==> src/rtl/qam_pkg.sv <==
// Shared types and defaults for the QAM symbol test path.
package qam_pkg;

   localparam int DEF_DATA_WIDTH = 4;
   localparam int DEF_ADDR_WIDTH = 32;
   localparam int DEF_BUF_AW     = 8;
   localparam int DEF_CNT_WIDTH  = 16;

   typedef logic [DEF_DATA_WIDTH-1:0] symbol_t;

   typedef enum logic [1:0] {
      IDLE    = 2'd0,
      CAPTURE = 2'd1,
      DONE    = 2'd2
   } sink_state_t;

endpackage

==> src/rtl/symbol_sink_if.sv <==
// Symbol stream between source and sink: data + addr tag with valid/ready.
//
// Handshake: a beat transfers on a rising clk edge where in_valid && in_ready.
// The source holds in_data/in_addr stable while in_valid is high and not yet
// accepted; in_ready never depends on in_valid.
interface symbol_sink_if #(
   parameter int DATA_WIDTH = 4,
   parameter int ADDR_WIDTH = 32
);
   logic [DATA_WIDTH-1:0] in_data;
   logic                  in_valid;
   logic [ADDR_WIDTH-1:0] in_addr;
   logic                  in_ready;

   modport master (output in_data, output in_valid, output in_addr, input in_ready);
   modport slave  (input in_data, input in_valid, input in_addr, output in_ready);
endinterface

==> src/rtl/sink_ram.sv <==
// Capture buffer: one write port, one registered read port, read-first.
module sink_ram #(
   parameter int DW = 4,
   parameter int AW = 8
) (
   input  logic          clk,
   input  logic          rst,
   input  logic          we,
   input  logic [AW-1:0] waddr,
   input  logic [DW-1:0] wdata,
   input  logic [AW-1:0] raddr,
   output logic [DW-1:0] rdata
);
   localparam int DEPTH = 2**AW;

   logic [DW-1:0] mem [DEPTH];
   logic [DW-1:0] rd_data_d;
   logic [DW-1:0] rd_data_q;

   // Read the array before this edge's write lands, giving read-first behaviour.
   always_comb begin
      rd_data_d = mem[raddr];
   end

   // Array write; contents deliberately survive reset.
   always_ff @(posedge clk) begin
      if (we) begin
         mem[waddr] <= wdata;
      end
   end

   // Registered read output, cleared by reset.
   always_ff @(posedge clk) begin
      if (rst) begin
         rd_data_q <= '0;
      end else begin
         rd_data_q <= rd_data_d;
      end
   end

   assign rdata = rd_data_q;
endmodule

==> src/rtl/symbol_sink.sv <==
// Receiving end of the symbol stream: captures accepted symbols into a buffer,
// checks addr-tag continuity, and offers a registered readback port.
module symbol_sink
   import qam_pkg::*;
#(
   parameter int DATA_WIDTH = DEF_DATA_WIDTH,
   parameter int ADDR_WIDTH = DEF_ADDR_WIDTH,
   parameter int BUF_AW     = DEF_BUF_AW,
   parameter int CNT_WIDTH  = DEF_CNT_WIDTH
) (
   input  logic                  clk,
   input  logic                  rst,
   input  logic                  start,
   input  logic                  continuous,
   input  logic                  hold,
   symbol_sink_if.slave          in_if,
   input  logic [BUF_AW-1:0]     rd_addr,
   output logic [DATA_WIDTH-1:0] rd_data,
   output logic [BUF_AW:0]       wr_count,
   output logic [CNT_WIDTH-1:0]  err_count,
   output logic                  busy,
   output logic                  done,
   output logic                  wrapped,
   output sink_state_t           dbg_state
);
   localparam logic [BUF_AW:0]   WR_FULL  = {1'b1, {BUF_AW{1'b0}}};
   localparam logic [BUF_AW-1:0] PTR_LAST = {BUF_AW{1'b1}};

   sink_state_t           state_q, state_d;
   logic [BUF_AW-1:0]     wptr_q, wptr_d;
   logic [BUF_AW:0]       wr_count_q, wr_count_d;
   logic [CNT_WIDTH-1:0]  err_count_q, err_count_d;
   logic                  wrapped_q, wrapped_d;
   logic                  sync_q, sync_d;
   logic                  mode_q, mode_d;
   logic [ADDR_WIDTH-1:0] exp_q, exp_d;

   logic                  ready;
   logic                  accept;

   // Ready comes only from registered state and hold; a start in the same
   // cycle overrides the beat so it is neither written nor checked.
   assign ready  = (state_q == CAPTURE) && !hold;
   assign accept = in_if.in_valid && ready && !start;

   // Next-state, pointer, counter and tag-check logic.
   always_comb begin
      state_d     = state_q;
      wptr_d      = wptr_q;
      wr_count_d  = wr_count_q;
      err_count_d = err_count_q;
      wrapped_d   = wrapped_q;
      sync_d      = sync_q;
      mode_d      = mode_q;
      exp_d       = exp_q;

      if (start) begin
         state_d     = CAPTURE;
         wptr_d      = '0;
         wr_count_d  = '0;
         err_count_d = '0;
         wrapped_d   = 1'b0;
         sync_d      = 1'b0;
         mode_d      = continuous;
      end else if (accept) begin
         wptr_d = wptr_q + 1'b1;
         if (wr_count_q != WR_FULL) begin
            wr_count_d = wr_count_q + 1'b1;
         end
         if (wptr_q == PTR_LAST) begin
            if (mode_q) begin
               wrapped_d = 1'b1;
            end else begin
               state_d = DONE;
            end
         end
         // The first beat after start only establishes the expected tag.
         if (sync_q && (in_if.in_addr != exp_q) && (err_count_q != {CNT_WIDTH{1'b1}})) begin
            err_count_d = err_count_q + 1'b1;
         end
         exp_d  = in_if.in_addr + 1'b1;
         sync_d = 1'b1;
      end
   end

   // State and bookkeeping registers.
   always_ff @(posedge clk) begin
      if (rst) begin
         state_q     <= IDLE;
         wptr_q      <= '0;
         wr_count_q  <= '0;
         err_count_q <= '0;
         wrapped_q   <= 1'b0;
         sync_q      <= 1'b0;
         mode_q      <= 1'b0;
         exp_q       <= '0;
      end else begin
         state_q     <= state_d;
         wptr_q      <= wptr_d;
         wr_count_q  <= wr_count_d;
         err_count_q <= err_count_d;
         wrapped_q   <= wrapped_d;
         sync_q      <= sync_d;
         mode_q      <= mode_d;
         exp_q       <= exp_d;
      end
   end

   sink_ram #(
      .DW (DATA_WIDTH),
      .AW (BUF_AW)
   ) u_ram (
      .clk   (clk),
      .rst   (rst),
      .we    (accept),
      .waddr (wptr_q),
      .wdata (in_if.in_data),
      .raddr (rd_addr),
      .rdata (rd_data)
   );

   assign in_if.in_ready = ready;
   assign wr_count       = wr_count_q;
   assign err_count      = err_count_q;
   assign busy           = (state_q == CAPTURE);
   assign done           = (state_q == DONE);
   assign wrapped        = wrapped_q;
   assign dbg_state      = state_q;
endmodule

==> src/flat_wrapper.sv <==
// flat-port wrapper written by rule: the top's interface ports become plain ports
module symbol_sink_flat import qam_pkg::*;
#(
   parameter int DATA_WIDTH = DEF_DATA_WIDTH,
   parameter int ADDR_WIDTH = DEF_ADDR_WIDTH,
   parameter int BUF_AW     = DEF_BUF_AW,
   parameter int CNT_WIDTH  = DEF_CNT_WIDTH
)
  (clk, rst, start, continuous, hold, rd_addr, rd_data, wr_count, err_count, busy, done, wrapped, dbg_state, in_if_in_data, in_if_in_valid, in_if_in_addr, in_if_in_ready);
  symbol_sink_if #(.DATA_WIDTH(DATA_WIDTH), .ADDR_WIDTH(ADDR_WIDTH)) in_if_i ();
  input  logic clk;
  input  logic rst;
  input  logic start;
  input  logic continuous;
  input  logic hold;
  input  logic [BUF_AW-1:0] rd_addr;
  output logic [DATA_WIDTH-1:0] rd_data;
  output logic [BUF_AW:0] wr_count;
  output logic [CNT_WIDTH-1:0] err_count;
  output logic busy;
  output logic done;
  output logic wrapped;
  output sink_state_t dbg_state;
  input wire logic [$bits(in_if_i.in_data)-1:0] in_if_in_data;
  input wire logic [$bits(in_if_i.in_valid)-1:0] in_if_in_valid;
  input wire logic [$bits(in_if_i.in_addr)-1:0] in_if_in_addr;
  output wire logic [$bits(in_if_i.in_ready)-1:0] in_if_in_ready;
  assign in_if_i.in_data = in_if_in_data;
  assign in_if_i.in_valid = in_if_in_valid;
  assign in_if_i.in_addr = in_if_in_addr;
  assign in_if_in_ready = in_if_i.in_ready;
  symbol_sink #(.DATA_WIDTH(DATA_WIDTH), .ADDR_WIDTH(ADDR_WIDTH), .BUF_AW(BUF_AW), .CNT_WIDTH(CNT_WIDTH)) u_core (.clk(clk), .rst(rst), .start(start), .continuous(continuous), .hold(hold), .in_if(in_if_i), .rd_addr(rd_addr), .rd_data(rd_data), .wr_count(wr_count), .err_count(err_count), .busy(busy), .done(done), .wrapped(wrapped), .dbg_state(dbg_state));
endmodule
==> config.mk <==
export PLATFORM = sky130hd
export DESIGN_NAME = symbol_sink_flat
export DESIGN_NICKNAME = d
export VERILOG_FILES = /design/src/rtl/qam_pkg.sv /design/src/rtl/symbol_sink_if.sv /design/src/rtl/sink_ram.sv /design/src/rtl/symbol_sink.sv /design/src/flat_wrapper.sv
export SDC_FILE = /design/constraint.sdc
export NUM_CORES = 1
export LEC_CHECK = 0
export CORE_MARGIN = 2
export CORE_UTILIZATION = 40
export DETAILED_ROUTE_END_ITERATION = 12
export DONT_BUFFER_PORTS = 1
export GPL_TIMING_DRIVEN = 0
export SYNTH_ARGS = -nofsm -noshare
export SYNTH_HDL_FRONTEND = slang
export SYNTH_HIERARCHICAL = 1
export SYNTH_SLANG_ARGS = --single-unit
==> constraint.sdc <==
create_clock -name clk -period 3.71 [get_ports clk]
set_clock_uncertainty 0.2 [all_clocks]
set_input_delay 0.9275 -clock clk [delete_from_list [all_inputs] [get_ports clk]]
set_output_delay 0.9275 -clock clk [all_outputs]
set_load 0.05 [all_outputs]
==> summary.md, run 1 <==
| Metric | Value |
|---|---|
| Status | `finished, violations left` |
| Failing checks | `max-capacitance violations, max-slew violations, negative setup slack` |
| Register bit total from synthesis | `1,098` |
| Max transition margin | `-2.15%` |
| Switching share of power | `21.6%` |
| Warnings, synthesis | `6` |
| CTS tree | `yes` |
| Drt via density | `6.26` |
| Critical path peak fanout | `10` |
| WL/cell | `33.9 um` |
| Worst EP required | `4.06 ns` |
| Static leakage | `15.7 nW` |
| I/O pin cnt | `85` |
| VDD IR-drop max | `0.333 mV` |
| Die area | `115,000 um2` |
| Period utilisation layout | `104%` |
| Max_cap viols | `1` |
| Final Wtd Congestion | `0.943` |
| Core Area | `111,000 um2` |
| Int Power | `20.1 mW` |
| Worst hold slack | `0.130 ns` |
| Post-synth cell types | `65` |
| Post-route setup slack | `-0.133 ns` |
| Yosys top cell by area | `edfxtp_1` |
| Hold crit path type | `in2reg` |
| Primary FF master, synth | `edfxtp_1` |
| Reg clk slew, reported paths | `0.06 ns` |
| Initial core utilization | `40.4%` |
| Num CTS Buffers | `108` |
| H-tree depth | `3` |
| Share of the synthesized area in the top cell type | `68.5%` |
| Register area share after synthesis | `71.8%` |
| Synth Instances | `2,556` |
| Register share of total power | `52.9%` |
| Top post-synthesis cells by count | `1,024 x edfxtp_1, 331 x nor2_1, 210 x mux4_2` |
| Pin count of the biggest net entering global routing | `257` |
| Final wirelength | `144,000 um` |
| Congestion Overflow GR | `0` |
| Clock sinks | `1,098` |
| DR vias | `26,600` |
| Max Fclk | `260 MHz` |
| Area grow syn2layout | `13.6%` |
| Psw | `5.54 mW` |
| HPWL Detailed | `94,600 um` |
| Chip Width | `339 um` |
| Worst-case clock buffer depth | `3` |
| First-pass GRT wire length | `199,000 um` |
| CTS Root Cell | `clkbuf_16` |
| Rows | `122` |
| Antenna-violating nets left | `0` |
| 1st-pass router iterations | `6` |
| Layout cells sized above 1 | `23.4%` |
| Post-Syn Area | `44,900 um2` |
| Critical-path cell list | `buf_2 -> nand2_1 -> clkbuf_2 -> o221ai_1 -> o22ai_1 -> nor4_1 -> nand4_1 -> o32ai_2` |
| Syn Area/Cell | `17.6 um2` |
| Final slew viol count | `11` |
| Worst-Margin Slew | `1.53 ns` |
| CP max-delay cell | `nor4_1` |
| DRC viols | `0` |
| Initial antenna violation count | `3` |
| Worst stage delay on the critical path | `0.66 ns` |
| CP bufs+invs | `2` |
| Pwr per Cell Area | `503 nW/um2` |
| Iter 0 DRT Violations | `3,678` |
| Tmin final | `3.84 ns` |
| Post-synth EDFFs | `1,024` |
| Post-CTS Hold Buffers | `0` |
| Final number of setup-violating endpoints | `4` |
| Die height | `339 um` |
| Logic pwr share | `4.9%` |
| Final hold vios | `0` |
| Unrepaired setup endpoints after global routing | `no` |
| Top delay family on crit path | `simple AND/OR/NAND/NOR gates` |
| Asr flop ratio synth | `0%` |
| Number of global-route vias before repair | `25,600` |
| Synth area leaders | `edfxtp_1 69%, mux4_2 11%, dfxtp_1 3.3%` |
| Most used standard cell by instance count after synthesis | `edfxtp_1` |
| CP Capture Type | `register` |
| Setup TNS Final | `-0.328 ns` |
| Syn Nets | `2,611` |
| Tot GR Track Use | `24.7%` |
| Clock Latency Late Sink | `0.70 ns` |
| Final net count | `2,727` |
| CP Class | `in2reg` |
| Worst Path Arrival | `4.19 ns` |
| Port bufs | `0` |
| Clk pwr share | `42.2%` |
| Crit path launch type | `input pin` |
-- state kept, by name (all words and copies together) (netlist names) --
signal and cells:
u_core/u_ram/rdata 4, u_core/wptr_q 8, u_core/sync_q 1, u_core/exp_q 32, u_core/dbg_state 2, u_core/wr_count 9, u_core/mode_q 1, u_core/err_count 16
u_core/wrapped 1, u_core/u_ram/mem 1024
-- repair_timing --
action,in CTS,in global routing
buffers inserted,3,4
pin swaps,0,1
resized for setup,183,56
setup endpoints to repair,1029,472
-- final timing paths --
path / from / to / slack (ns) / cells past startpoint
worst max register to register: u_core/dbg_state[0] / u_core/u_ram/mem[103][1] / 0.16 / 9
worst max-delay path: rd_addr[1] / u_core/u_ram/rdata[2] / -0.13 / 8
worst min register to register: u_core/exp_q[1] / u_core/exp_q[1] / 0.29 / 2
worst min-delay path: in_if_in_addr[0] / u_core/exp_q[0] / 0.13 / 1
-- metal layers --
layer  track usage, %  share of wire, %  vias to the layer above
met5                0            0.0090                        -
li1                 -                 -                    10500
met4             9.39               4.5                        2
met3             7.40                13                      348
met2             38.1                45                     1799
met1             33.0                37                    14000
-- power by group through the flow --
stage | sequential [mW] | combinational [mW] | clock, mW
floorplan | 13.8 | 0.715 | 0
global placement | 13.8 | 1.21 | 0
detailed placement | 13.8 | 1.22 | 0
CTS | 13.6 | 1.23 | 11.0
global route | 13.6 | 1.27 | 11.4
finish | 13.6 | 1.27 | 10.8
-- logic make-up (layout without fill, tap and decap cells) --
| family | count (synthesis) | in the layout | share of synthesized area, % |
|---|---|---|---|
| mux | 347 | 347 | 13.7 |
| compound gates | 246 | 246 | 3.98 |
| flops | 1098 | 1098 | 71.8 |
| simple gates | 615 | 615 | 6.30 |
| fa+ha+maj | 5 | 5 | 0.139 |
| other cells | 0 | 1 | 0 |
| xor+xnor | 72 | 72 | 1.41 |
| buf+inv | 173 | 374 | 2.62 |
-- per-stage QoR --
step | cells | area (um2) | utilization (%) | setup slack (ns) | total power [mW]
after floorplan | 2556 | 44900 | - | 0.0313 | 14.5
after global routing | 4245 | 51000 | 45.9 | 0.0453 | 26.3
after detailed placement | 4044 | 46800 | 42.1 | -1.87 | 15.0
final | 4246 | 51000 | 45.9 | -0.133 | 25.7
after global placement | 4044 | 46700 | 42.1 | -1.87 | 15.0
after CTS | 4241 | 50800 | 45.8 | 0.00412 | 25.8
-- cell type report --
cell class                 instances  area (um2)
buffer                           158        1350
inverter                          14        52.6
fill                            9391       60000
timing repair buffer               7        52.6
sequential                      1098       32200
tap                             1488        1860
clock buffer                     141        2940
antenna                            1        2.50
clock inverter                    54         544
multi-input combinational       1285       11900
-- layout by cell type (no fill, tap or decap), drive strengths merged, types with 15 or more instances in the layout --
| master | synthesis | final |
|---|---|---|
| a211oi | 31 | 31 |
| a21oi | 42 | 42 |
| and2 | 18 | 18 |
| and3 | 19 | 19 |
| buf | 81 | 86 |
| clkbuf | 78 | 219 |
| clkinv | 0 | 32 |
| dfxtp | 74 | 74 |
| edfxtp | 1024 | 1024 |
| inv | 14 | 19 |
| mux2i | 132 | 132 |
| mux4 | 213 | 213 |
| nand2 | 73 | 73 |
| nand3 | 53 | 53 |
| nand4 | 30 | 30 |
| nor2 | 332 | 332 |
| nor2b | 15 | 15 |
| o21ai | 30 | 30 |
| o221ai | 56 | 56 |
| o22ai | 31 | 31 |
| xnor2 | 16 | 16 |
| xor2 | 56 | 56 |
No activity file was read; power rests on OpenSTA's default activity.
==> inputs of run 2 (changes only) <==
SETUP_SLACK_MARGIN = 0.15   (was default)
==> run 2 against run 1 <==
Compared with the run above: the flow finishes with violations (negative setup slack); final cell count rose by 0.59%; wire length grew 1.4%; global-route usage rose by 0.24 points; total power is 2.1% higher; critical path depth unchanged; sequential share of layout area down 0.90 points; final area grew 1.5%; register-to-register slack gained 0.07 ns; highest routed layer unchanged; worst hold slack got worse by 0.018 ns; combinational power barely moved; largest power group unchanged; critical path type unchanged; sequential power about the same.
==> summary.md, run 2 (synthesis results as in run 1) <==
| Metric | Value |
|---|---|
| Status | `finished, violations left` |
| Failing checks | `negative setup slack` |
| Biggest register | `u_core/u_ram/mem` |
| First-pass GRT wire length | `201,000 um (+1.2%)` |
| Die height | `339 um (unchanged)` |
| Antenna-violating nets left | `0 (unchanged)` |
| HPWL Detailed | `94,300 um (-0.25%)` |
| CP max-delay cell | `o221ai_1` |
| Final net count | `2,737 (+0.37%)` |
| VDD IR-drop max | `0.370 mV (+11%)` |
| Post-route setup slack | `-0.0225 ns (+0.111 ns)` |
| Unrepaired setup endpoints after global routing | `yes` |
| Final wirelength | `146,000 um (+1.4%)` |
| Crit path launch type | `input pin` |
| Pin count of the biggest net entering global routing | `257 (unchanged)` |
| DRC viols | `0 (unchanged)` |
| Commonest cells after routing, fill and taps aside | `1,024 x edfxtp_1, 210 x mux4_2, 170 x nor2_1` |
| Min-Delay Path Depth | `1 (unchanged)` |
| Final hold vios | `0 (unchanged)` |
| Reg clk slew, reported paths | `0.06 ns (about the same)` |
| Worst EP required | `4.05 ns (about the same)` |
| Core Area | `111,000 um2 (unchanged)` |
| Area of the multi-input gates | `12,200 um2 (+2.4%)` |
| Max reg flops | `1,024 (unchanged)` |
| Critical path peak fanout | `10 (unchanged)` |
| Worst Path Arrival | `4.07 ns (-0.12 ns)` |
| Initial antenna violation count | `8 (+5)` |
| H-tree depth | `3 (unchanged)` |
| Chip Width | `339 um (unchanged)` |
| Final slew viol count | `0 (-11)` |
| Period utilisation layout | `101% (-3.0 points)` |
| Placement Setup Slack | `-1.87 ns (+0.00582 ns)` |
| CP Capture Type | `register` |
| Initial core utilization | `40.4% (unchanged)` |
| Port bufs | `0 (unchanged)` |
| Clock Latency Late Sink | `0.71 ns (about the same)` |
| Max transition margin | `2.77% (+4.9 points)` |
| Worst-Margin Slew | `1.46 ns (-0.0739 ns)` |
| Clock sinks | `1,098 (unchanged)` |
| Reg2Reg Depth | `11 (+2)` |
| CP Class | `in2reg` |
| I/O pin cnt | `85 (unchanged)` |
| Final number of setup-violating endpoints | `2 (-2)` |
| Num CTS Buffers | `111 (+2.8%)` |
| Iter 0 DRT Violations | `4,124 (+12%)` |
| Tmin final | `3.73 ns (-0.111 ns)` |
| DR vias | `26,800 (+0.86%)` |
| CTS Root Cell | `clkbuf_16` |
| Drt via density | `6.28 (+0.27%)` |
| Worst stage delay on the critical path | `0.56 ns (-0.10 ns)` |
| Tot GR Track Use | `24.9% (+0.24 points)` |
| Area grow syn2layout | `15.3%` |
| Commonest non-fill, non-tap cell in the layout | `edfxtp_1` |
| Fill cell count | `9,311 (-0.85%)` |
| Static leakage | `16.0 nW (+1.5%)` |
| Rows | `122 (unchanged)` |
| Pwr per Cell Area | `506 nW/um2 (+0.59%)` |
| Congestion Overflow GR | `0 (unchanged)` |
| Die area | `115,000 um2 (unchanged)` |
| CTS tree | `yes` |
| WL/cell | `34.2 um (+0.85%)` |
| Layout cells sized above 1 | `25.2% (+1.8 points)` |
| Final Wtd Congestion | `0.933 (-1.0%)` |
| Worst-case clock buffer depth | `3 (unchanged)` |
| Seq. cell area | `32,200 um2 (about the same)` |
| Post-CTS Hold Buffers | `0 (unchanged)` |
| Hold crit path type | `in2reg` |
| 1st-pass router iterations | `8 (+2)` |
| Max_cap viols | `0 (-1)` |
| Tot Pwr | `26.2 mW (+2.1%)` |
| Number of global-route vias before repair | `25,900 (+1.1%)` |
| Critical-path cell list | `buf_2 -> nand2_1 -> clkbuf_2 -> o221ai_1 -> o22ai_1 -> nor4_1 -> nand4_1 -> o32ai_2` |
| Max Fclk | `268 MHz (+3.0%)` |
| Worst hold slack | `0.111 ns (-0.0183 ns)` |
run 2: final timing paths:
path / endpoint / slack (ns) / from
setup / recovery: u_core/u_ram/rdata[2] / -0.02 / rd_addr[1]
hold / removal: u_core/exp_q[0] / 0.11 / in_if_in_addr[0]
setup reg to reg: u_core/u_ram/mem[113][3] / 0.23 / u_core/dbg_state[1]
hold reg to reg: u_core/exp_q[1] / 0.27 / u_core/exp_q[1]
run 2: metal layers:
layer | share of wire, % | global-route usage (%)
met2 | 46 | 38.9
met3 | 12 | 6.26
met5 | 0.083 | 0
met1 | 37 | 33.0
met4 | 5.1 | 11.2
run 2: what timing repair did:
item / CTS / global route
setup buffers: 6 / 0
setup endpoints to repair: 1029 / 377
cloned: 4 / 3
resized for setup: 302 / 33
run 2: per-stage QoR:
stage	area (um2)	setup TNS, ns	cells	utilization [%]
after floorplan	44900	0	2556	-
after global placement	46700	-996.68	4044	42.1
after detailed placement	46800	-998.61	4044	42.1
after CTS	51600	0	4263	46.5
after global routing	51700	0	4269	46.6
final	51700	-0.0378	4271	46.6
run 2: report_power, final:
group	leakage, nW	internal, mW	switching (mW)
Clock	1.80	6.59	4.76
Combinational	4.38	0.454	0.815
Sequential	9.80	13.5	0.0346
Total	16.0	20.6	5.61
run 2: critical path: cells and delay by family:
kind | cells | cell delay [ns]
AOI/OAI and AO/OA | 3 | 1.07
buffers and inverters | 2 | 0.86
and+or+nand+nor | 3 | 1.20
run 2: final cells by class:
class / count / share of cell area [%]
multi-input combinational: 1285 / 23.7
clock inverter: 61 / 1.19
timing repair buffer: 13 / 0.281
inverter: 14 / 0.102
clock buffer: 148 / 5.96
buffer: 159 / 2.88
tap: 1488 / 3.60
antenna: 5 / 0.0242
sequential: 1098 / 62.3
